## src/rtl/spi_slave_cfg_if.sv

```systemverilog
// Bus bundle for spi_slave_cfg: SPI pins, mode selects, TX/RX valid-ready streams and status.
// The slave modport is the peripheral's view; master is the view of whatever drives it.
interface spi_slave_cfg_if #(
  parameter int DATA_W = 8
);
  logic              ss_n;
  logic              sck;
  logic              mosi;
  logic              miso;
  logic              miso_oe;
  logic              cpol;
  logic              cpha;
  logic [DATA_W-1:0] tx_data;
  logic              tx_valid;
  logic              tx_ready;
  logic [DATA_W-1:0] rx_data;
  logic              rx_valid;
  logic              rx_ready;
  logic              busy;
  logic              tx_underrun;
  logic              rx_overrun;

  modport slave (
    input  ss_n, sck, mosi, cpol, cpha, tx_data, tx_valid, rx_ready,
    output miso, miso_oe, tx_ready, rx_data, rx_valid, busy, tx_underrun, rx_overrun
  );

  modport master (
    output ss_n, sck, mosi, cpol, cpha, tx_data, tx_valid, rx_ready,
    input  miso, miso_oe, tx_ready, rx_data, rx_valid, busy, tx_underrun, rx_overrun
  );
endinterface

```

## src/rtl/spi_slave_cfg.sv

```systemverilog
// Oversampling SPI slave: runtime-selectable mode, MSB/LSB-first, one-word TX holding register
// and one-word RX output register with underrun/overrun pulses.
module spi_slave_cfg #(
  parameter int DATA_W      = 8,
  parameter int SYNC_STAGES = 2,
  parameter int LSB_FIRST   = 0
) (
  input logic            clk,
  input logic            rst,
  spi_slave_cfg_if.slave bus
);

  localparam int CNT_W = $clog2(DATA_W);
  localparam bit LSB_F = LSB_FIRST[0];

  typedef enum logic [0:0] {ST_IDLE = 1'b0, ST_ACTIVE = 1'b1} state_t;

  function automatic logic first_bit(input logic [DATA_W-1:0] w);
    if (LSB_F) first_bit = w[0];
    else       first_bit = w[DATA_W-1];
  endfunction

  function automatic logic [DATA_W-1:0] pop_word(input logic [DATA_W-1:0] w);
    if (LSB_F) pop_word = {1'b0, w[DATA_W-1:1]};
    else       pop_word = {w[DATA_W-2:0], 1'b0};
  endfunction

  function automatic logic [DATA_W-1:0] push_bit(input logic [DATA_W-1:0] w, input logic b);
    if (LSB_F) push_bit = {b, w[DATA_W-1:1]};
    else       push_bit = {w[DATA_W-2:0], b};
  endfunction

  logic [SYNC_STAGES-1:0] ss_sync_r, sck_sync_r, mosi_sync_r;
  logic                   ss_d_r, sck_d_r;
  logic                   ss_s, sck_s, mosi_s;
  logic                   ss_fall_s, sck_rise_s, sck_fall_s, lead_s, trail_s;

  state_t                 state_r, state_next_s;
  logic                   start_s, sample_s, shift_s, word_done_s, load_s, tx_fire_s;

  logic                   cpol_r, cpha_r;
  logic [CNT_W-1:0]       bit_cnt_r;
  logic [DATA_W-1:0]      tx_shift_r, rx_shift_r, hold_r;
  logic [DATA_W-1:0]      load_word_s, rx_word_s, rx_data_r;
  logic                   hold_empty_r, zero_word_r;
  logic                   miso_r, miso_oe_r, busy_r, rx_valid_r, tx_underrun_r, rx_overrun_r;

  // Pin synchronisers plus one delayed copy of ss_n and sck for edge detection
  always_ff @(posedge clk) begin
    if (rst) begin
      ss_sync_r   <= '0;
      sck_sync_r  <= '0;
      mosi_sync_r <= '0;
      ss_d_r      <= 1'b0;
      sck_d_r     <= 1'b0;
    end else begin
      ss_sync_r   <= {ss_sync_r[SYNC_STAGES-2:0], bus.ss_n};
      sck_sync_r  <= {sck_sync_r[SYNC_STAGES-2:0], bus.sck};
      mosi_sync_r <= {mosi_sync_r[SYNC_STAGES-2:0], bus.mosi};
      ss_d_r      <= ss_s;
      sck_d_r     <= sck_s;
    end
  end

  assign ss_s       = ss_sync_r[SYNC_STAGES-1];
  assign sck_s      = sck_sync_r[SYNC_STAGES-1];
  assign mosi_s     = mosi_sync_r[SYNC_STAGES-1];
  // Synchronisers clear to low, so a frame only starts after ss_n has been seen high again.
  assign ss_fall_s  = ss_d_r & ~ss_s;
  assign sck_rise_s = sck_s & ~sck_d_r;
  assign sck_fall_s = ~sck_s & sck_d_r;
  assign lead_s     = cpol_r ? sck_fall_s : sck_rise_s;
  assign trail_s    = cpol_r ? sck_rise_s : sck_fall_s;

  // FSM state register
  always_ff @(posedge clk) begin
    if (rst) state_r <= ST_IDLE;
    else     state_r <= state_next_s;
  end

  // FSM next-state logic
  always_comb begin
    state_next_s = state_r;
    case (state_r)
      ST_IDLE:   if (ss_fall_s) state_next_s = ST_ACTIVE; else state_next_s = ST_IDLE;
      ST_ACTIVE: if (ss_s)      state_next_s = ST_IDLE;   else state_next_s = ST_ACTIVE;
      default:   state_next_s = ST_IDLE;
    endcase
  end

  // FSM output decode: frame start and per-edge strobes
  always_comb begin
    start_s  = 1'b0;
    sample_s = 1'b0;
    shift_s  = 1'b0;
    case (state_r)
      ST_IDLE: start_s = ss_fall_s;
      ST_ACTIVE: begin
        if (!ss_s) begin
          sample_s = cpha_r ? trail_s : lead_s;
          shift_s  = cpha_r ? lead_s  : trail_s;
        end else begin
          sample_s = 1'b0;
          shift_s  = 1'b0;
        end
      end
      default: start_s = 1'b0;
    endcase
  end

  assign word_done_s = sample_s & (bit_cnt_r == CNT_W'(DATA_W - 1));
  assign load_s      = start_s | word_done_s;
  assign load_word_s = hold_empty_r ? '0 : hold_r;
  assign tx_fire_s   = bus.tx_valid & hold_empty_r;
  assign rx_word_s   = push_bit(rx_shift_r, mosi_s);

  // Mode latch, captured only at frame start
  always_ff @(posedge clk) begin
    if (rst) begin
      cpol_r <= 1'b0;
      cpha_r <= 1'b0;
    end else if (start_s) begin
      cpol_r <= bus.cpol;
      cpha_r <= bus.cpha;
    end
  end

  // Shift registers, bit counter and miso driver
  always_ff @(posedge clk) begin
    if (rst) begin
      tx_shift_r  <= '0;
      rx_shift_r  <= '0;
      bit_cnt_r   <= '0;
      zero_word_r <= 1'b0;
      miso_r      <= 1'b0;
    end else if (start_s) begin
      bit_cnt_r   <= '0;
      zero_word_r <= hold_empty_r;
      if (!bus.cpha) begin
        miso_r     <= first_bit(load_word_s);
        tx_shift_r <= pop_word(load_word_s);
      end else begin
        tx_shift_r <= load_word_s;
      end
    end else if (sample_s) begin
      rx_shift_r <= rx_word_s;
      if (word_done_s) begin
        bit_cnt_r   <= '0;
        tx_shift_r  <= load_word_s;
        zero_word_r <= hold_empty_r;
      end else begin
        bit_cnt_r <= bit_cnt_r + CNT_W'(1);
      end
    end else if (shift_s) begin
      miso_r     <= first_bit(tx_shift_r);
      tx_shift_r <= pop_word(tx_shift_r);
    end else if (state_r == ST_IDLE) begin
      miso_r <= 1'b0;
    end
  end

  // TX holding register; a load and a write in the same cycle hand over old and new word
  always_ff @(posedge clk) begin
    if (rst) begin
      hold_r       <= '0;
      hold_empty_r <= 1'b1;
    end else if (load_s) begin
      hold_empty_r <= ~tx_fire_s;
      if (tx_fire_s) hold_r <= bus.tx_data;
    end else if (tx_fire_s) begin
      hold_r       <= bus.tx_data;
      hold_empty_r <= 1'b0;
    end
  end

  // RX output register and status pulses; underrun fires when a zero-filled word is first clocked
  always_ff @(posedge clk) begin
    if (rst) begin
      rx_data_r     <= '0;
      rx_valid_r    <= 1'b0;
      rx_overrun_r  <= 1'b0;
      tx_underrun_r <= 1'b0;
    end else begin
      rx_overrun_r  <= 1'b0;
      tx_underrun_r <= sample_s & zero_word_r & (bit_cnt_r == '0);
      if (word_done_s) begin
        if (rx_valid_r && !bus.rx_ready) begin
          rx_overrun_r <= 1'b1;
        end else begin
          rx_data_r  <= rx_word_s;
          rx_valid_r <= 1'b1;
        end
      end else if (rx_valid_r && bus.rx_ready) begin
        rx_valid_r <= 1'b0;
      end
    end
  end

  // Frame-in-progress flags
  always_ff @(posedge clk) begin
    if (rst) begin
      busy_r    <= 1'b0;
      miso_oe_r <= 1'b0;
    end else begin
      busy_r    <= (state_next_s == ST_ACTIVE);
      miso_oe_r <= (state_next_s == ST_ACTIVE);
    end
  end

  assign bus.miso        = miso_r;
  assign bus.miso_oe     = miso_oe_r;
  assign bus.tx_ready    = hold_empty_r;
  assign bus.rx_data     = rx_data_r;
  assign bus.rx_valid    = rx_valid_r;
  assign bus.busy        = busy_r;
  assign bus.tx_underrun = tx_underrun_r;
  assign bus.rx_overrun  = rx_overrun_r;

endmodule

```

## src/flat_wrapper.sv

```systemverilog
// flat-port wrapper written by rule: the top's interface ports become plain ports
module spi_slave_cfg_flat 
#(
  parameter int DATA_W      = 8,
  parameter int SYNC_STAGES = 2,
  parameter int LSB_FIRST   = 0
)
  (clk, rst, bus_ss_n, bus_sck, bus_mosi, bus_cpol, bus_cpha, bus_tx_data, bus_tx_valid, bus_rx_ready, bus_miso, bus_miso_oe, bus_tx_ready, bus_rx_data, bus_rx_valid, bus_busy, bus_tx_underrun, bus_rx_overrun);
  spi_slave_cfg_if #(.DATA_W(DATA_W)) bus_i ();
  input logic clk;
  input logic rst;
  input wire logic [$bits(bus_i.ss_n)-1:0] bus_ss_n;
  input wire logic [$bits(bus_i.sck)-1:0] bus_sck;
  input wire logic [$bits(bus_i.mosi)-1:0] bus_mosi;
  input wire logic [$bits(bus_i.cpol)-1:0] bus_cpol;
  input wire logic [$bits(bus_i.cpha)-1:0] bus_cpha;
  input wire logic [$bits(bus_i.tx_data)-1:0] bus_tx_data;
  input wire logic [$bits(bus_i.tx_valid)-1:0] bus_tx_valid;
  input wire logic [$bits(bus_i.rx_ready)-1:0] bus_rx_ready;
  output wire logic [$bits(bus_i.miso)-1:0] bus_miso;
  output wire logic [$bits(bus_i.miso_oe)-1:0] bus_miso_oe;
  output wire logic [$bits(bus_i.tx_ready)-1:0] bus_tx_ready;
  output wire logic [$bits(bus_i.rx_data)-1:0] bus_rx_data;
  output wire logic [$bits(bus_i.rx_valid)-1:0] bus_rx_valid;
  output wire logic [$bits(bus_i.busy)-1:0] bus_busy;
  output wire logic [$bits(bus_i.tx_underrun)-1:0] bus_tx_underrun;
  output wire logic [$bits(bus_i.rx_overrun)-1:0] bus_rx_overrun;
  assign bus_i.ss_n = bus_ss_n;
  assign bus_i.sck = bus_sck;
  assign bus_i.mosi = bus_mosi;
  assign bus_i.cpol = bus_cpol;
  assign bus_i.cpha = bus_cpha;
  assign bus_i.tx_data = bus_tx_data;
  assign bus_i.tx_valid = bus_tx_valid;
  assign bus_i.rx_ready = bus_rx_ready;
  assign bus_miso = bus_i.miso;
  assign bus_miso_oe = bus_i.miso_oe;
  assign bus_tx_ready = bus_i.tx_ready;
  assign bus_rx_data = bus_i.rx_data;
  assign bus_rx_valid = bus_i.rx_valid;
  assign bus_busy = bus_i.busy;
  assign bus_tx_underrun = bus_i.tx_underrun;
  assign bus_rx_overrun = bus_i.rx_overrun;
  spi_slave_cfg #(.DATA_W(DATA_W), .SYNC_STAGES(SYNC_STAGES), .LSB_FIRST(LSB_FIRST)) u_core (.clk(clk), .rst(rst), .bus(bus_i));
endmodule
```

## config.mk

```make
export PLATFORM = sky130hd
export DESIGN_NAME = spi_slave_cfg_flat
export DESIGN_NICKNAME = d
export VERILOG_FILES = /design/src/rtl/spi_slave_cfg_if.sv /design/src/rtl/spi_slave_cfg.sv /design/src/flat_wrapper.sv
export SDC_FILE = /design/constraint.sdc
export NUM_CORES = 1
export LEC_CHECK = 0
export BUFFER_PORTS_ARGS = -buffer_cell sky130_fd_sc_hd__buf_2
export CORE_AREA = 5 5 69 71
export CTS_BUF_LIST = sky130_fd_sc_hd__clkbuf_4 sky130_fd_sc_hd__clkbuf_8
export DETAILED_ROUTE_END_ITERATION = 10
export DIE_AREA = 0 0 74 76
export HOLD_SLACK_MARGIN = 0.12
export PLACE_DENSITY_LB_ADDON = 0.2
export SLEW_MARGIN = 20
export SYNTH_ARGS = -nofsm -noshare
export SYNTH_HDL_FRONTEND = slang
export SYNTH_SLANG_ARGS = --single-unit
```

## constraint.sdc

```tcl
create_clock -name clk -period 1.85 [get_ports clk]
set_input_delay 0.2775 -clock clk [delete_from_list [all_inputs] [get_ports clk]]
set_output_delay 0.2775 -clock clk [all_outputs]
set_load 0.05 [all_outputs]
```

==> flow_summary_export.csv <==
group,metric,value,unit
logic_synthesis,async_flop_share,0,
timing,layout_min_cycle_time,1.71,ns
logic_synthesis,synth_edf_count,0,
min_path,min-delay-start,"bus_sck",
critical_path,worst-path-buf-inv,0,
timing,rsz0062_at_grt,"no",
clocking,clkLatencyLatePin,0.30,ns
clocking,hold_buffers,0,
critical_path,r2r_end,"u_core.tx_shift_r[5]$_SDFFE_PP0P_",
min_path,min_path_type,"input port to flop",
cells_and_area,drive_gt1_frac,0.203,
place,dpl.hpwl,2.94,mm
clocking,htreeDepth,2,
critical_path,critPathMaxStageDelay,0.45,ns
cells_and_area,final-instance-count-excl-fill,308,
clocking,cts_made_buffers,5,
power,p_leak,0.960,nW
critical_path,slowest_stage,"mux2i_1",
timing,relSlewSlack,0.655,
critical_path,cp.arrival,1.91,ns
timing,fin_crit_sh,0.927,
logic_synthesis,yosysSeqAreaShare,0.495,
timing,fmax,0.583,GHz
routing,drcViolationCount,0,
floorplan,die_h,76,µm
cells_and_area,seqCellArea,1020,µm²
critical_path,required,2.04,ns
floorplan,initial_utilization,0.494,
routing,vias,1662,
clocking,path_clk_slew,0.09,ns
clocking,cts-root-buf,"clkbuf_8",
floorplan,rows,24,
critical_path,crit_family,"multiplexers",
timing,setup_slack,0.136,ns
routing,routed_wl,4.25,mm
grt,grt_pass1_vias,1627,
clocking,cts_tree,"done",
timing,finClkSkew,0.00654,ns
routing,drtIter0Drc,59,
routing,met1_length,1.99,mm
logic_synthesis,synth_seq_cells,51,
grt,overflow,0,
routing,dr_wl_met3,198,µm
logic_synthesis,syn-num-nets,246,
floorplan,io_pins,32,
clocking,cts.sinks,51,
routing,top_layer,"met4",
floorplan,core_area,4170,µm²
logic_synthesis,ys.warnings.count,0,
floorplan,dieWidth,74,µm
timing,hold_viol_final,0,
critical_path,reg2reg_depth,5,
clocking,cts_buffer_depth,2,
critical_path,crit_type,"flop to flop",
job,max_cap_violations,0,
grt,grt_max_degree,29,
logic_synthesis,synth.distinct_cells,36,
logic_synthesis,synth_area_leaders,"dfxtp_1 (49%), a21oi_1 (7.3%), nand2_1 (6.4%)",
routing,drt-wirelength-per-cell,13.8,µm
routing,drtAntennaViolNets,0,
logic_synthesis,netlist_instances,226,
routing,first_pass_iters,4,
place,place_ws,0.138,ns
clocking,post_cts_buffers,0,
logic_synthesis,synth_area,2060,µm²
power,ir_worst_vdd,563,µV
place,dp_cells,301,
critical_path,worst_setup_path_start_kind,"flop",
critical_path,critPathCaptureType,"flop",
routing,vias_per_cell,5.40,
cells_and_area,fillers,404,
logic_synthesis,syn_avg_cell_area,9.13,µm²
cells_and_area,area_growth,14.3,%
cells_and_area,layout.nets,276,
grt,antenna_found_initial,0,
critical_path,worstSetupEndpoint,"u_core.tx_shift_r[5]$_SDFFE_PP0P_",
routing,wl_met2,1.95,mm
timing,fin_setup_tns,0,ns
power,power_density,852,nW/µm²
grt,grt_pass1_wl,7.42,mm
status,status,"finished clean",
timing,hold_ws,0.187,ns
critical_path,rr_startpoint,"u_core.cpol_r$_SDFFE_PP0N_",
timing,setup_viol,0,
critical_path,cp.depth,5,
logic_synthesis,yosysTopAreaCell,"dfxtp_1",
timing,maxSlewViolCount,0,
place,io_buffers,31,
critical_path,setup.worst_path.start,"u_core.cpol_r$_SDFFE_PP0N_",
critical_path,cp_cell_sequence,"xnor2_2 > mux2i_1 > o211ai_1 > nand2b_1 > o2bb2ai_1",
place,gp_congestion,0.781,
timing,worst_slew_pin_slew,0.516,ns
critical_path,r2r_setup_slack,0.14,ns
logic_synthesis,ys.flop_type,"dfxtp_1",
cells_and_area,antenna_cells,0,
floorplan,dieArea,5620,µm²
grt,grtUsageTotal,0.165,
clocking,cts_resized,0,
critical_path,cp_max_fo,7,
logic_synthesis,synth_top_area_frac,0.495,
cells_and_area,multi_input_area,968,µm²
## cell usage after synthesis, types with 2 or more instances
library cell,instances
inv_1,3
mux2i_1,11
nor2_1,12
nand2b_1,3
dfxtp_1,51
or3b_1,2
a21oi_1,30
buf_4,2
o21ai_0,9
nand3_1,16
o2bb2ai_1,7
ha_1,3
buf_2,2
nor3_1,6
clkbuf_1,7
nand2_1,35
nor2b_1,8
## flip-flops by register name (all words and copies together), names as in the netlist
name	flops
u_core.zero_word_r	1
u_core.cpol_r	1
u_core.rx_shift_r	7
u_core.bus.tx_underrun	1
u_core.tx_shift_r	8
u_core.bus.miso	1
u_core.ss_sync_r	2
u_core.bus.rx_valid	1
u_core.mosi_sync_r	2
u_core.bus.tx_ready	1
u_core.bus.rx_overrun	1
u_core.bus.rx_data	8
u_core.ss_d_r	1
u_core.hold_r	8
u_core.sck_d_r	1
u_core.bit_cnt_r	3
u_core.cpha_r	1
u_core.sck_sync_r	2
u_core.bus.miso_oe	1
## worst reg2reg max path: stages (launching register included)
cell and delay, ns:
dfxtp_1 0.34, xnor2_2 0.27, mux2i_1 0.46, o211ai_1 0.19, nand2b_1 0.26, o2bb2ai_1 0.10
## area by class of cell
| class | count | area share |
|---|---|---|
| Tap cell | 52 | 0.0276 |
| Multi-Input combinational cell | 160 | 0.411 |
| Inverter | 3 | 0.00478 |
| Timing Repair Buffer | 35 | 0.0786 |
| Sequential cell | 51 | 0.433 |
| Clock buffer | 6 | 0.0324 |
| Clock inverter | 1 | 0.0127 |
## layout by cell type (no fill, tap or decap), drive strengths merged
cell type / instances
nand4: 1
nor2: 12
and3: 1
nand2b: 3
nand2: 36
nor2b: 8
nor3: 7
a21oi: 31
and4bb: 2
o21ai: 11
or3b: 2
o2bb2ai: 7
clkbuf: 6
nor4: 1
dfxtp: 51
inv: 3
and3b: 1
mux2i: 12
mux2: 1
nor3b: 2
xnor2: 1
buf: 35
nand3: 17
o211ai: 1
bufinv: 1
ha: 3
## logic make-up (layout without fill, tap and decap cells)
kind of cell | after synthesis | after routing | share of synthesized area
adder cells (fa/ha/maj) | 3 | 3 | 0.0182
flip-flops | 51 | 51 | 0.495
XOR/XNOR | 1 | 1 | 0.00789
multiplexers | 13 | 13 | 0.0673
buffers and inverters | 15 | 45 | 0.0358
AO/OA/AOI/OAI | 50 | 50 | 0.139
AND/OR/NAND/NOR | 93 | 93 | 0.237
## worst min path at each step
stage / end / cells after the start
after global routing: u_core.sck_sync_r[0]$_SDFF_PP0_ / 2
after detailed placement: u_core.sck_sync_r[1]$_SDFF_PP0_ / 1
after floorplan: u_core.mosi_sync_r[0]$_SDFF_PP0_ / 1
final: u_core.sck_sync_r[0]$_SDFF_PP0_ / 2
after global placement: u_core.sck_sync_r[1]$_SDFF_PP0_ / 1
after CTS: u_core.sck_sync_r[0]$_SDFF_PP0_ / 2
## routing by layer
metal	vias to the layer above	GRT usage
met1	773	0.218
li1	842	-
met3	11	0.0330
met2	36	0.255
met4	0	0.0761
met5	-	0
## where the power goes
group	switching (mW)	internal [mW]	total (mW)
sequential	0.0164	1.12	1.14
clock	0.342	0.411	0.753
combinational	0.0755	0.0434	0.119
total	0.434	1.57	2.01
## through the flow
| step | area, µm² | power [mW] | utilization |
|---|---|---|---|
| 2_1_floorplan | 2060 | 1.24 | - |
| 3_3_place_gp | 2250 | 1.28 | 0.539 |
| 3_5_place_dp | 2250 | 1.28 | 0.539 |
| 4_1_cts | 2360 | 2.03 | 0.565 |
| 5_1_grt | 2360 | 2.09 | 0.565 |
| 6_report | 2360 | 2.01 | 0.565 |
Note: power is estimated with default switching activity, not from simulation.
